File: config.mk
export PLATFORM = sky130hd
export DESIGN_NAME = handshake_width_pack_flat
export DESIGN_NICKNAME = d
export VERILOG_FILES = /design/src/rtl/handshake_width_pack_if.sv /design/src/rtl/handshake_width_pack.sv /design/src/flat_wrapper.sv
export SDC_FILE = /design/constraint.sdc
export NUM_CORES = 1
export LEC_CHECK = 0
export ABC_AREA = 0
export CAP_MARGIN = 10
export CORE_UTILIZATION = 38
export CTS_CLUSTER_DIAMETER = 120
export DETAILED_ROUTE_END_ITERATION = 8
export SYNTH_ARGS = -nofsm -noshare
export SYNTH_HDL_FRONTEND = slang
export SYNTH_SLANG_ARGS = --single-unit
File: constraint.sdc
create_clock -name clk -period 2.5 [get_ports clk]
set_clock_uncertainty 0.2 [all_clocks]
set_input_delay 0.75 -clock clk [delete_from_list [all_inputs] [get_ports clk]]
set_output_delay 0.75 -clock clk [all_outputs]
set_load 0.1 [all_outputs]
File: src/rtl/handshake_width_pack_if.sv
// Word-in / beat-out handshake bundle for the width packer.
// slave is the packer's view; master is the surrounding producer/consumer.
interface handshake_width_pack_if #(
  parameter int WORD_WIDTH = 32,
  parameter int RATIO      = 4
);
  logic                        up_valid;
  logic [WORD_WIDTH-1:0]       up_data;
  logic                        up_last;
  logic                        up_ready;
  logic                        down_valid;
  logic [WORD_WIDTH*RATIO-1:0] down_data;
  logic [RATIO-1:0]            down_keep;
  logic                        down_last;
  logic                        down_ready;

  modport master (
    output up_valid, up_data, up_last, down_ready,
    input  up_ready, down_valid, down_data, down_keep, down_last
  );

  modport slave (
    input  up_valid, up_data, up_last, down_ready,
    output up_ready, down_valid, down_data, down_keep, down_last
  );
endinterface

File: src/rtl/handshake_width_pack.sv
// Packs RATIO words into one registered beat (lane 0 first), up_last closes a short beat.
// Latency 1 clk from completing word; stalls upstream while the output beat is held.
module handshake_width_pack #(
  parameter int WORD_WIDTH = 32,
  parameter int RATIO      = 4,
  localparam int CNT_W     = (RATIO > 1) ? $clog2(RATIO) : 1
) (
  input  logic                  clk,
  input  logic                  rst_n,
  handshake_width_pack_if.slave bus
);

  localparam int BEAT_W = WORD_WIDTH * RATIO;
  localparam logic [CNT_W-1:0] CNT_MAX = CNT_W'(RATIO - 1);

  logic [CNT_W-1:0]  cnt;
  logic [BEAT_W-1:0] acc_data;
  logic [RATIO-1:0]  acc_keep;
  logic [BEAT_W-1:0] beat_data;
  logic [RATIO-1:0]  beat_keep;

  logic              out_valid;
  logic [BEAT_W-1:0] out_data;
  logic [RATIO-1:0]  out_keep;
  logic              out_last;

  logic up_ready;
  logic acc;
  logic out;
  logic complete;

  assign up_ready = !out_valid || bus.down_ready;
  assign acc      = bus.up_valid && up_ready;
  assign out      = out_valid && bus.down_ready;
  assign complete = acc && ((cnt == CNT_MAX) || bus.up_last);

  // Accumulator with the incoming word merged into lane cnt; feeds both the
  // accumulator itself and the output register on completion.
  always_comb begin
    beat_data = acc_data;
    beat_keep = acc_keep;
    for (int i = 0; i < RATIO; i++) begin
      if (CNT_W'(i) == cnt) begin
        beat_data[i*WORD_WIDTH +: WORD_WIDTH] = bus.up_data;
        beat_keep[i]                          = 1'b1;
      end
    end
  end

  always_ff @(posedge clk or negedge rst_n) begin
    if (!rst_n) begin
      cnt      <= '0;
      acc_data <= '0;
      acc_keep <= '0;
    end else if (complete) begin
      cnt      <= '0;
      acc_data <= '0;
      acc_keep <= '0;
    end else if (acc) begin
      cnt      <= cnt + 1'b1;
      acc_data <= beat_data;
      acc_keep <= beat_keep;
    end
  end

  // Output register: a completion reloads it even while the old beat leaves,
  // so consecutive beats go out without a bubble.
  always_ff @(posedge clk or negedge rst_n) begin
    if (!rst_n) begin
      out_valid <= 1'b0;
      out_data  <= '0;
      out_keep  <= '0;
      out_last  <= 1'b0;
    end else if (complete) begin
      out_valid <= 1'b1;
      out_data  <= beat_data;
      out_keep  <= beat_keep;
      out_last  <= bus.up_last;
    end else if (out) begin
      out_valid <= 1'b0;
    end
  end

  assign bus.up_ready   = up_ready;
  assign bus.down_valid = out_valid;
  assign bus.down_data  = out_data;
  assign bus.down_keep  = out_keep;
  assign bus.down_last  = out_last;

endmodule

File: src/flat_wrapper.sv
// flat-port wrapper written by rule: the top's interface ports become plain ports
module handshake_width_pack_flat 
#(
  parameter int WORD_WIDTH = 32,
  parameter int RATIO      = 4,
  localparam int CNT_W     = (RATIO > 1) ? $clog2(RATIO) : 1
)
  (clk, rst_n, bus_up_valid, bus_up_data, bus_up_last, bus_down_ready, bus_up_ready, bus_down_valid, bus_down_data, bus_down_keep, bus_down_last);
  handshake_width_pack_if #(.WORD_WIDTH(WORD_WIDTH), .RATIO(RATIO)) bus_i ();
  input  logic clk;
  input  logic rst_n;
  input wire logic [$bits(bus_i.up_valid)-1:0] bus_up_valid;
  input wire logic [$bits(bus_i.up_data)-1:0] bus_up_data;
  input wire logic [$bits(bus_i.up_last)-1:0] bus_up_last;
  input wire logic [$bits(bus_i.down_ready)-1:0] bus_down_ready;
  output wire logic [$bits(bus_i.up_ready)-1:0] bus_up_ready;
  output wire logic [$bits(bus_i.down_valid)-1:0] bus_down_valid;
  output wire logic [$bits(bus_i.down_data)-1:0] bus_down_data;
  output wire logic [$bits(bus_i.down_keep)-1:0] bus_down_keep;
  output wire logic [$bits(bus_i.down_last)-1:0] bus_down_last;
  assign bus_i.up_valid = bus_up_valid;
  assign bus_i.up_data = bus_up_data;
  assign bus_i.up_last = bus_up_last;
  assign bus_i.down_ready = bus_down_ready;
  assign bus_up_ready = bus_i.up_ready;
  assign bus_down_valid = bus_i.down_valid;
  assign bus_down_data = bus_i.down_data;
  assign bus_down_keep = bus_i.down_keep;
  assign bus_down_last = bus_i.down_last;
  handshake_width_pack #(.WORD_WIDTH(WORD_WIDTH), .RATIO(RATIO)) u_core (.clk(clk), .rst_n(rst_n), .bus(bus_i));
endmodule
Word-level counts from Yosys, hierarchy flattened
Index checks and enable logic that the tools add are counted.
Storage, ports and cells
  output and inout port bits: 135
  word-level logic and storage cells: 37
  register bits after elaboration: 268
  input port bits: 37
Operators by class
  add/subtract/negate cells: 1
  reductions and logical operators: 9
  equality and inequality tests: 4
  mux-type cells: 16
Operator list (number)
  $mux 128: 2
  $mux 32: 4
  $mux 4: 2
  $mux 1: 6
  $eq 2x2->1 const A: 2
  $mux 2: 2
  $reduce_bool 2->1: 2
  $logic_and 1x1->1: 3
  $add 2x1->2 const B: 1
  $eq 1x2->1 const A: 1
  $eq 2x2->1 const B: 1
  $logic_not 2->1: 1
  $logic_or 1x1->1: 2
  $logic_not 1->1: 1

Longest topological paths before layout
  depth in word-level cells: 5
  depth in mapped cells: 8
  depth with buffers taken out: 4

Least setup slack after synthesis
OpenSTA, ideal clock, no wires.
  kind: register to output
  start: register u_core.out_valid (netlist: u_core.bus.down_valid)
  end: output port bus_up_ready
  setup slack: -0.659 ns
  data required time: 1.550 ns
  arrival: 2.209 ns
  buffers on the path: 2
  cell stages (with the launch flop): 4
  cell sequence: dfrtp_1 -> nand2b_1 -> buf_4 -> clkbuf_1
Between the ends
  longest elaborated chain between the ends: 2
RTL lines
  from (decl): RTL line handshake_width_pack.sv:22  | logic out_valid;
  from (signal assigned): RTL line handshake_width_pack.sv:70  | out_valid <= 1'b0;
  from (signal assigned): RTL line handshake_width_pack.sv:75  | out_valid <= 1'b1;
  from (signal assigned): RTL line handshake_width_pack.sv:80  | out_valid <= 1'b0;
  $logic_not 1->1: RTL line handshake_width_pack.sv:32  | assign up_ready = !out_valid || bus.down_ready;
  $logic_or 1x1->1: RTL line handshake_width_pack.sv:32
  to (decl): RTL line flat_wrapper.sv:16  | output wire logic [$bits(bus_i.up_ready)-1:0] bus_up_ready;
No other way between the ends.

Worst setup path in the final report
  start: input port bus_down_ready
  end: output port bus_up_ready
Between the ends
  longest elaborated chain between the ends: 1
RTL lines
  from (decl): RTL line flat_wrapper.sv:15  | input wire logic [$bits(bus_i.down_ready)-1:0] bus_down_ready;
  $logic_or 1x1->1: RTL line handshake_width_pack.sv:32
No other way between the ends.

==> flow_summary_export.csv <==
group,metric,value,unit
routing,num_vias,8460,
cts,clock_latency,540,ps
global_route,gr-total-overflow,0,
synth,synth_nets,968,
routing,firstDrtPassIters,5,
die,rows,63,
die,dieArea,31000,µm²
sta,maxSlewViolCount,0,
routing,wire_per_inst,21.5,µm
synth,synth_top_area_share,0.582,
sta,max_freq,407,MHz
synth,synthXorXnorAreaFrac,0,
setup_path,path_max_fanout,2,
power,ir_drop,825,µV
sta,post-route-period-util,0.982,
die,start_util,0.388,
die,core-area,29700,µm²
cts,cts_inserted_buffers,29,
setup_path,worst-path-buf-inv,2,
synth,synth_simple_gate_area_frac,0.0287,
sta,setup_viol,0,
synth,synth_area_leaders,"dfrtp_1 58%, mux2i_1 11%, a22o_1 7.4%, a31oi_1 7.3%, a21oi_2 4.3%",
placement,place.gp.congestion,0.741,
finish,finalNetCount,1121,
global_route,antenna_found_initial,0,
global_route,grt_pass1_wl,51600,µm
sta,worstMarginPinSlew,684,ps
synth,synth_top_family_by_area,"compound AO/OA/AOI/OAI gates",
run_status,status,"complete, no violations",
job,drv_cap,0,
cts,cts_tree,"built",
synth,avgSynthCellArea,12.4,µm²
synth,synth_edf_count,0,
setup_path,cp_data_arrival_time,1500,ps
cts,cts_buffer_depth,3,
synth,syn_area,11500,µm²
die,ios,172,
cts,clock_sink_count,268,
power,power.leakage,6.48,nW
routing,drc,0,
finish,mostFrequentLayoutCells,"267 x dfrtp_1, 144 x buf_4, 134 x a31oi_1, 128 x mux2i_1, 97 x a22o_1",
global_route,grt_util_all_layers,0.210,
finish,finalInstanceArea,14800,µm²
setup_path,cp_slowest_stage_delay,450,ps
finish,final_common_cell,"dfrtp_1",
setup_path,path_cells,"clkdlybuf4s50_1 -> nand2b_4 -> buf_12",
setup_path,cp-start-kind,"input pin",
sta,rsz0062_at_grt,"no",
synth,synth_cell_types,26,
setup_path,critPathSlowestCell,"clkdlybuf4s50_1",
routing,first_iter_violations,577,
placement,portBuffers,171,
setup_path,worstSetupEndpointType,"primary output",
cts,cts_max_level,1,
sta,slew_headroom,0.544,
synth,synth-seq-cells,268,
finish,area_growth,28.7,%
global_route,grt_pass1_vias,8613,
cts,clk_pin_slew_worst_paths,60,ps
min_path,hold_class,"flip-flop to flip-flop",
routing,routed_via_density,5.67,
synth,synth_top_area_cell,"dfrtp_1",
finish,final_layout_size_suffix_gt1_frac,0.280,
synth,synth_compound_area_frac,0.227,
die,die_w,176,µm
synth,seq_area_frac_synth,0.582,
synth,synth_fa_ha_area_frac,0.00435,
setup_path,path_delay_family,"buffers and inverters",
synth,yosysWarnings,0,
setup_path,crit_type,"input pin to primary output",
cts,cts_root_buffer,"clkbuf_16",
power,power,0.0189,W
routing,drt.antenna.violating_nets,0,
power,power_density,1280,nW/µm²
synth,synth_mux_area_frac,0.111,
placement,placed_area,13800,µm²
synth,synthCells,927,
sta,fin_crit,2450,ps
die,die_h,176,µm
routing,wirelength,32000,µm
placement,hpwl,19800,µm
setup_path,required,1550,ps
sta,hold_violations,0,
global_route,grt_max_degree,60,
synth,ys.flop_type,"dfrtp_1",
synth,synthArstFlopShare,1.00,
-- per-stage QoR --
| step | hold WS, ps | setup TNS (ps) | util | instances | setup slack [ps] |
|---|---|---|---|---|---|
| after floorplan | 253 | 0 | - | 927 | 126 |
| after global placement | 268 | -4330 | 0.466 | 1437 | -93.1 |
| after detailed placement | 270 | -7510 | 0.466 | 1437 | -160 |
| after CTS | 287 | 0 | 0.499 | 1490 | 41.4 |
| after global routing | 294 | 0 | 0.499 | 1490 | 18.7 |
| final | 283 | 0 | 0.499 | 1491 | 45.1 |
-- worst register-to-register path, delay by kind of cell, from the launching register on --
kind                     cells  cell delay, ps
AO/OA/AOI/OAI                2             360
adder cells (fa/ha/maj)      1             260
buffers and inverters        1             550
flip-flops                   1             380
AND/OR/NAND/NOR              1             180
-- area by class of cell --
type / instances / area, µm²
Tap cell: 390 / 488
Clock buffer: 39 / 823
Sequential cell: 268 / 6710
Antenna cell: 1 / 2.50
Multi-Input combinational cell: 555 / 4330
Inverter: 2 / 7.51
Fill cell: 2632 / 14900
Clock inverter: 12 / 138
Timing Repair Buffer: 224 / 2330
-- synthesized netlist by cell type, drive strengths merged, types with 2 or more instances --
cell type,n
a31oi,134
inv,2
mux2i,128
and2,34
ha,4
o21ai,2
dfrtp,268
nand4,2
a22o,97
clkbuf,45
o211ai,3
and4,4
a21oi,132
nor2,8
buf,57
-- final timing paths --
kind / startpoint / endpoint / slack, ps / depth (start not counted)
worst min-delay path: u_core.acc_data[100]$_DFFE_PN0P_ / u_core.acc_data[100]$_DFFE_PN0P_ / 280 / 1
worst min register to register: u_core.acc_data[100]$_DFFE_PN0P_ / u_core.acc_data[100]$_DFFE_PN0P_ / 280 / 1
min in group asynchronous: rst_n / u_core.bus.down_data[98]$_DFFE_PN0P_ / 520 / 2
worst max-delay path: bus_down_ready / bus_up_ready / 50 / 3
worst max register to register: u_core.cnt[1]$_DFFE_PN0P_ / u_core.bus.down_data[9]$_DFFE_PN0P_ / 490 / 5
max in group asynchronous: rst_n / u_core.acc_data[108]$_DFFE_PN0P_ / 780 / 3
-- flip-flops by register name (all words and copies together) (netlist names) --
register	count
u_core.acc_data	128
u_core.acc_keep	4
u_core.bus.down_data	128
u_core.bus.down_keep	4
u_core.bus.down_last	1
u_core.bus.down_valid	1
u_core.cnt	2
-- repair_timing --
item | in CTS | in global routing
hold endpoints to repair | 47 | 0
gates resized for setup | 0 | 0
hold buffers | 1 | 0
setup endpoints to repair | 1 | 0
setup buffers | 1 | 0
-- cells by family after synthesis --
| group | Yosys count |
|---|---|
| buffers and inverters | 104 |
| muxes | 128 |
| adders and majority gates | 4 |
| and+or+nand+nor | 54 |
| AOI/OAI and AO/OA | 369 |
| DFF | 268 |
-- per-layer routing --
layer  track usage  part of all wire  wire (µm)  vias to the layer above
met4        0.0395             0.010        329                        0
met5             0                 0          0                        -
met1         0.317              0.47      15200                     4389
li1              -                 -          -                     3803
met2         0.324              0.46      14900                      242
met3        0.0276             0.053       1690                       26
-- report_power, final --
part	leakage [nW]	total (W)	internal [W]	switching (W)
clock	0.479	0.00433	0.00260	0.00173
sequential	3.39	0.00590	0.00524	0.000661
combinational	2.61	0.00870	0.00222	0.00648
total	6.48	0.0189	0.0101	0.00887
Power figures use the tool's default switching activity.
